--- src/rtl/seg7_pkg.sv ---
// -----------------------------------------------------------------------------
// seg7_pkg
// Shared definitions for common-anode 7-segment readers.
//   - SEG_CA_0..SEG_CA_9 : active-low segment patterns, bit order {a,b,c,d,e,f,g}
//   - SEG_CA_BLANK       : all segments off
//   - DIG_TENS/DIG_ONES  : bit positions of the anode enables in dig_en_n
//   - frame_state_t      : frame assembly states of the scan reader
//   - bcd2_to_bin        : two BCD digits to a 7-bit binary value
// -----------------------------------------------------------------------------
package seg7_pkg;

    localparam logic [6:0] SEG_CA_0     = 7'h01;
    localparam logic [6:0] SEG_CA_1     = 7'h4F;
    localparam logic [6:0] SEG_CA_2     = 7'h12;
    localparam logic [6:0] SEG_CA_3     = 7'h06;
    localparam logic [6:0] SEG_CA_4     = 7'h4C;
    localparam logic [6:0] SEG_CA_5     = 7'h24;
    localparam logic [6:0] SEG_CA_6     = 7'h20;
    localparam logic [6:0] SEG_CA_7     = 7'h0F;
    localparam logic [6:0] SEG_CA_8     = 7'h00;
    localparam logic [6:0] SEG_CA_9     = 7'h04;
    localparam logic [6:0] SEG_CA_BLANK = 7'h7F;

    localparam int DIG_TENS = 1;
    localparam int DIG_ONES = 0;

    typedef enum logic [1:0] {
        F_EMPTY  = 2'd0,
        F_HAVE_T = 2'd1,
        F_HAVE_O = 2'd2
    } frame_state_t;

    // tens*10 + ones as tens*8 + tens*2 + ones; max 99 fits in 7 bits.
    function automatic logic [6:0] bcd2_to_bin(input logic [3:0] tens,
                                               input logic [3:0] ones);
        return {tens, 3'b000} + {2'b00, tens, 1'b0} + {3'b000, ones};
    endfunction

endpackage

--- src/rtl/seg7_ca_decoder.sv ---
// -----------------------------------------------------------------------------
// seg7_ca_decoder
// Combinational decode of an active-low common-anode segment pattern to BCD.
//   i_seg     : segments {a,b,c,d,e,f,g}, active-low
//   o_digit   : decoded digit 0-9 (0 when illegal)
//   o_illegal : pattern is not one of the ten digit shapes (blank included)
// -----------------------------------------------------------------------------
module seg7_ca_decoder
    import seg7_pkg::*;
(
    input  logic [6:0] i_seg,
    output logic [3:0] o_digit,
    output logic       o_illegal
);

    always_comb begin
        o_digit   = 4'd0;
        o_illegal = 1'b0;
        case (i_seg)
            SEG_CA_0: o_digit = 4'd0;
            SEG_CA_1: o_digit = 4'd1;
            SEG_CA_2: o_digit = 4'd2;
            SEG_CA_3: o_digit = 4'd3;
            SEG_CA_4: o_digit = 4'd4;
            SEG_CA_5: o_digit = 4'd5;
            SEG_CA_6: o_digit = 4'd6;
            SEG_CA_7: o_digit = 4'd7;
            SEG_CA_8: o_digit = 4'd8;
            SEG_CA_9: o_digit = 4'd9;
            default:  o_illegal = 1'b1;
        endcase
    end

endmodule

--- src/rtl/seg7_ca_scan_reader.sv ---
// -----------------------------------------------------------------------------
// seg7_ca_scan_reader
// Recovers a two-digit 0-99 value from a multiplexed common-anode display bus.
//
// state    | meaning
// ---------+---------------------------------------------------------------
// F_EMPTY  | no digit captured since the last frame (or error / reset)
// F_HAVE_T | tens digit captured and pending, waiting for the ones digit
// F_HAVE_O | ones digit captured and pending, waiting for the tens digit
//
// Ports
//   clk       : system clock
//   rst_n     : asynchronous active-low reset
//   seg_in    : {dp,a,b,c,d,e,f,g}, active-low, dp ignored
//   dig_en_n  : active-low anode enables, [1] tens, [0] ones
//   tens_out  : last accepted tens digit
//   ones_out  : last accepted ones digit
//   num_out   : tens_out*10 + ones_out
//   num_valid : one-cycle pulse when the outputs above update
//   seg_err   : one-cycle pulse when a qualified capture is not a legal digit
// -----------------------------------------------------------------------------
module seg7_ca_scan_reader
    import seg7_pkg::*;
#(
    parameter int STABLE_CYCLES = 4     // legal range 1-255
) (
    input  logic       clk,
    input  logic       rst_n,
    input  logic [7:0] seg_in,
    input  logic [1:0] dig_en_n,
    output logic [3:0] tens_out,
    output logic [3:0] ones_out,
    output logic [6:0] num_out,
    output logic       num_valid,
    output logic       seg_err
);

    localparam logic [7:0] STAB_FIRE = 8'(STABLE_CYCLES - 1);

    logic [9:0]   r_sync1;
    logic [9:0]   r_sync2;
    logic [8:0]   r_prev;
    logic [7:0]   r_stab;
    frame_state_t r_state;
    logic [3:0]   r_pend;
    logic [3:0]   r_tens;
    logic [3:0]   r_ones;
    logic [6:0]   r_num;
    logic         r_valid;
    logic         r_err;

    logic [8:0]   w_cur;
    logic         w_unused_dp;
    logic         w_same;
    logic         w_fire;
    logic         w_tens_sel;
    logic         w_ones_sel;
    logic         w_capture;
    logic [3:0]   w_digit;
    logic         w_illegal;

    // Reset to all-ones so the synchronizer looks like a blank bus.
    always_ff @(posedge clk or negedge rst_n) begin
        if (!rst_n) begin
            r_sync1 <= '1;
            r_sync2 <= '1;
        end else begin
            r_sync1 <= {dig_en_n, seg_in};
            r_sync2 <= r_sync1;
        end
    end

    // The decimal point never takes part in stability or decode.
    assign w_cur       = {r_sync2[9:8], r_sync2[6:0]};
    assign w_unused_dp = r_sync2[7];

    // Counter resets to saturated so nothing fires until the bus moves.
    always_ff @(posedge clk or negedge rst_n) begin
        if (!rst_n) begin
            r_prev <= '1;
            r_stab <= '1;
        end else begin
            r_prev <= w_cur;
            if (!w_same) begin
                r_stab <= 8'd0;
            end else if (r_stab != 8'hFF) begin
                r_stab <= r_stab + 8'd1;
            end
        end
    end

    assign w_same = (w_cur == r_prev);

    // Counter walks past STAB_FIRE once per dwell, so this fires only once.
    assign w_fire = w_same && (r_stab == STAB_FIRE);

    assign w_tens_sel = !w_cur[7 + DIG_TENS] &&  w_cur[7 + DIG_ONES];
    assign w_ones_sel = !w_cur[7 + DIG_ONES] &&  w_cur[7 + DIG_TENS];
    assign w_capture  = w_fire && (w_tens_sel || w_ones_sel);

    seg7_ca_decoder u_decoder (
        .i_seg     (w_cur[6:0]),
        .o_digit   (w_digit),
        .o_illegal (w_illegal)
    );

    // A single pending register suffices: the state says which digit it holds.
    always_ff @(posedge clk or negedge rst_n) begin
        if (!rst_n) begin
            r_state <= F_EMPTY;
            r_pend  <= 4'd0;
            r_tens  <= 4'd0;
            r_ones  <= 4'd0;
            r_num   <= 7'd0;
            r_valid <= 1'b0;
            r_err   <= 1'b0;
        end else begin
            r_valid <= 1'b0;
            r_err   <= 1'b0;
            if (w_capture) begin
                if (w_illegal) begin
                    r_err   <= 1'b1;
                    r_state <= F_EMPTY;
                end else begin
                    case (r_state)
                        F_EMPTY: begin
                            r_pend  <= w_digit;
                            r_state <= w_tens_sel ? F_HAVE_T : F_HAVE_O;
                        end
                        F_HAVE_T: begin
                            if (w_tens_sel) begin
                                r_pend <= w_digit;
                            end else begin
                                r_tens  <= r_pend;
                                r_ones  <= w_digit;
                                r_num   <= bcd2_to_bin(r_pend, w_digit);
                                r_valid <= 1'b1;
                                r_state <= F_EMPTY;
                            end
                        end
                        F_HAVE_O: begin
                            if (w_ones_sel) begin
                                r_pend <= w_digit;
                            end else begin
                                r_tens  <= w_digit;
                                r_ones  <= r_pend;
                                r_num   <= bcd2_to_bin(w_digit, r_pend);
                                r_valid <= 1'b1;
                                r_state <= F_EMPTY;
                            end
                        end
                        default: r_state <= F_EMPTY;
                    endcase
                end
            end
        end
    end

    assign tens_out  = r_tens;
    assign ones_out  = r_ones;
    assign num_out   = r_num;
    assign num_valid = r_valid;
    assign seg_err   = r_err;

endmodule

--- config.mk ---
export PLATFORM = sky130hd
export DESIGN_NAME = seg7_ca_scan_reader
export DESIGN_NICKNAME = d
export VERILOG_FILES = /design/src/rtl/seg7_pkg.sv /design/src/rtl/seg7_ca_decoder.sv /design/src/rtl/seg7_ca_scan_reader.sv
export SDC_FILE = /design/constraint.sdc
export NUM_CORES = 1
export LEC_CHECK = 0
export CAP_MARGIN = 25
export CORE_MARGIN = 5
export CORE_UTILIZATION = 49
export CTS_CLUSTER_SIZE = 28
export DETAILED_ROUTE_END_ITERATION = 16
export PLACE_DENSITY = 0.7
export SETUP_SLACK_MARGIN = 0.02
export SKIP_LAST_GASP = 1
export SLEW_MARGIN = 15
export SYNTH_ARGS = -nofsm -noshare
export SYNTH_HDL_FRONTEND = slang
export SYNTH_SLANG_ARGS = --single-unit
export TNS_END_PERCENT = 10
--- constraint.sdc ---
create_clock -name clk -period 3.8 [get_ports clk]
set_clock_uncertainty 0.1 [all_clocks]
set_input_delay 0.38 -clock clk [delete_from_list [all_inputs] [get_ports clk]]
set_output_delay 0.38 -clock clk [all_outputs]
set_load 0.02 [all_outputs]
==> run summary <==
status: complete, no violations
slew at the pin closest to its max-slew limit: 957 ps
number of placement rows: 28
areal power density over the cells: 376 nW/um^2
number of pins with negative max-slew slack in the final report: 0
total number of vias: 1,921
synthesized area divided by synthesized cell count: 11.3 sq um
routing layer with the top usage in global route: met2
share of cells above drive strength 1: 0.219
first-pass detailed-route iteration total: 4
ratio of routed vias to standard cells: 5.11
number of hold buffers added after CTS: 1
leading cell type in the layout, fill and taps excluded: sky130_fd_sc_hd__dfstp_2
area share of the largest cell type after synthesis: 0.309
total global-route track usage: 0.159
part of the cycle the worst path needs: 0.835
top fanout value on the critical path: 10
launch point of the worst hold path: r_sync1[2]$_DFF_PN1_
max-capacitance violation count: 0
die boundary height: 87.9 um
warnings from Yosys: 0
number of sinks driven by the clock tree: 57
leakage component of the power: 0.00156 uW
clock slew at reported path FFs: 70 ps
TritonCTS buffer count: 9
cell area after technology mapping: 2980 sq um
die width: 87.9 um
post-layout instance area: 3520 sq um
clock tree from TritonCTS: yes
global-route wire length before repair: 9.37 mm
hold path cells: 0
net count after synthesis: 301
Min-Delay Path Class: reg -> reg
achievable clock frequency: 315 MHz
Worst-Skew Late Latency: 340 ps
share of synthesized area occupied by flip-flops and latches: 0.494
final setup TNS: 0 ps
final wirelength: 5.16 mm
pin count of the biggest net entering global routing: 34
Post-DP Area: 3290 sq um
origin of the critical flop-to-flop path: r_sync2[3]$_DFF_PN1_
critical setup path kind: reg -> reg
fin crit period: 3170 ps
asr flop ratio synth: 1.00
DR WL/cell: 13.7 um
count of flip-flops with a built-in enable after synthesis: 0
final setup violation count: 0
Core Area: 5920 sq um
Yosys cell types: 51
worst endpoint required time: 3880 ps
Peak supply drop: 0.235 mV
# DRC: 0
post-synthesis sequential element count: 57
largest cells by area after synthesis: sky130_fd_sc_hd__dfstp_2 (31%), sky130_fd_sc_hd__dfrtp_1 (18%), sky130_fd_sc_hd__ha_1 (8.8%)
dominant cell type by area after synthesis: sky130_fd_sc_hd__dfstp_2
Global Route met2 Usage: 0.242
clock root buffer: sky130_fd_sc_hd__clkbuf_8
number of ports placed on the die boundary: 29
category of the worst setup path launch point: flop
Post-CTS Setup Inserts: 0
Die Footprint: 7730 sq um
ANT nets after route: 0
count of antenna diodes in the layout: 0
commonest cells after routing, fill and taps aside: sky130_fd_sc_hd__dfstp_2 (35), sky130_fd_sc_hd__clkdlybuf4s50_1 (26), sky130_fd_sc_hd__inv_1 (23), sky130_fd_sc_hd__dfrtp_1 (22), sky130_fd_sc_hd__ha_1 (21)
capturing element type of the critical path: flop
starting DRC count in detailed routing: 52
FF-to-FF setup slack: 630 ps
vias in the first global route: 1,935
data arrival time of the critical path: 3250 ps
end point of the worst hold path: r_sync2[2]$_DFF_PN1_
number of fill cells: 504
global routing usage on met1: 0.218
CTS Buffer Depth: 2
antenna violations before repair: 0
Slew headroom: 0.360
area overhead of the layout relative to synthesis: 18.2%
H-tree levels: 3
initial standard-cell utilization of the core: 0.503
final hold vios: 0
Sequential Area: 1470 sq um
Syn Inst Count: 264
total area of multi-input combinational cells: 1350 sq um
count of port buffers added during placement: 27
Detailed Place HPWL: 3.66 mm
final layout net count: 333
final estimated routing congestion in global placement: 0.830
predominant post-synthesis flop cell: sky130_fd_sc_hd__dfstp_2
met3 usage: 0.0310
residual overflow from global routing: 0
depth of the most critical reg-to-reg path: 12
FF-to-FF End: num_out[6]$_DFFE_PN0P_
setup repair after global routing missed its margin: false
number of gates given a new drive strength after cts: 0
worst max-delay path, stage by stage (launching register included):
cell                      delay [ps]
sky130_fd_sc_hd__dfstp_2         650
sky130_fd_sc_hd__and4b_1         280
sky130_fd_sc_hd__nand2_1          70
sky130_fd_sc_hd__o22ai_1         210
sky130_fd_sc_hd__inv_1           110
sky130_fd_sc_hd__fa_1            500
sky130_fd_sc_hd__fa_1            470
sky130_fd_sc_hd__inv_1            70
sky130_fd_sc_hd__a21o_1          110
sky130_fd_sc_hd__a21oi_1          80
sky130_fd_sc_hd__xnor2_1         130
sky130_fd_sc_hd__mux2i_1         150
sky130_fd_sc_hd__o21ai_0          90
sequential cells by signal, indices dropped and copies added, names as in the netlist:
register and flops:
seg_err 1, r_state 2, r_sync1 9, tens_out 4, r_pend 4, ones_out 4, r_stab 8, r_sync2 9
r_prev 9, num_valid 1, num_out 6
power by group:
| part | total (uW) | switching (uW) | internal (uW) |
|---|---|---|---|
| sequential | 649 | 15.4 | 634 |
| clock | 615 | 266 | 348 |
| combinational | 57.8 | 30.4 | 27.4 |
| total | 1320 | 312 | 1010 |
how the worst max path moves through the flow:
stage	to	from	slack, ps	depth (start not counted)
floorplan	num_out[6]$_DFFE_PN0P_	r_sync2[3]$_DFF_PN1_	800	13
global placement	num_out[6]$_DFFE_PN0P_	r_sync2[3]$_DFF_PN1_	700	12
detailed placement	num_out[6]$_DFFE_PN0P_	r_sync2[3]$_DFF_PN1_	660	12
CTS	num_out[6]$_DFFE_PN0P_	r_sync2[3]$_DFF_PN1_	620	12
global route	num_out[6]$_DFFE_PN0P_	r_sync2[5]$_DFF_PN1_	450	12
finish	num_out[6]$_DFFE_PN0P_	r_sync2[3]$_DFF_PN1_	630	12
cells by family (layout without fill, tap and decap cells):
family	Yosys count	count (layout)	synth area share
mux	16	16	0.0559
compound gates	44	44	0.0979
buf+inv	34	71	0.0525
simple gates	70	70	0.129
xor+xnor	18	18	0.0555
fa+ha+maj	25	25	0.115
flops	57	57	0.494
routing by layer:
| layer | vias to the layer above | share of wire | wire length [um] |
|---|---|---|---|
| li1 | 963 | - | - |
| met3 | 7 | 0.044 | 225 |
| met1 | 918 | 0.48 | 2490 |
| met5 | - | 0 | 0 |
| met4 | 0 | 0.019 | 97 |
| met2 | 33 | 0.45 | 2340 |
synth_stat cells (4+ instances only):
master / n
sky130_fd_sc_hd__a21o_1: 4
sky130_fd_sc_hd__ha_1: 21
sky130_fd_sc_hd__nand2_1: 20
sky130_fd_sc_hd__inv_1: 23
sky130_fd_sc_hd__fa_1: 4
sky130_fd_sc_hd__o21ai_0: 14
sky130_fd_sc_hd__and3_1: 7
sky130_fd_sc_hd__a21oi_1: 8
sky130_fd_sc_hd__nand3_1: 9
sky130_fd_sc_hd__o21ai_1: 5
sky130_fd_sc_hd__nor2_1: 16
sky130_fd_sc_hd__dfrtp_1: 22
sky130_fd_sc_hd__mux2i_1: 14
sky130_fd_sc_hd__xnor2_1: 14
sky130_fd_sc_hd__dfstp_2: 35
through the flow:
| step | util | cells | total power (uW) | hold slack [ps] | setup slack [ps] |
|---|---|---|---|---|---|
| after floorplan | - | 264 | 689 | -15.6 | 803 |
| after global placement | 0.555 | 359 | 715 | 246 | 698 |
| after detailed placement | 0.555 | 359 | 717 | 247 | 660 |
| after CTS | 0.594 | 376 | 1340 | 252 | 622 |
| after global routing | 0.594 | 376 | 1380 | 260 | 455 |
| final | 0.594 | 376 | 1320 | 252 | 628 |
cell type report:
| class | count | area share |
|---|---|---|
| well taps | 75 | 0.0267 |
| flip-flops and latches | 57 | 0.418 |
| multi-input cells | 173 | 0.384 |
| clock buffers | 10 | 0.0423 |
| inverters | 25 | 0.0267 |
| clock inverters | 6 | 0.0199 |
| repair buffers | 30 | 0.0825 |
No activity file was read; power rests on OpenSTA's default activity.
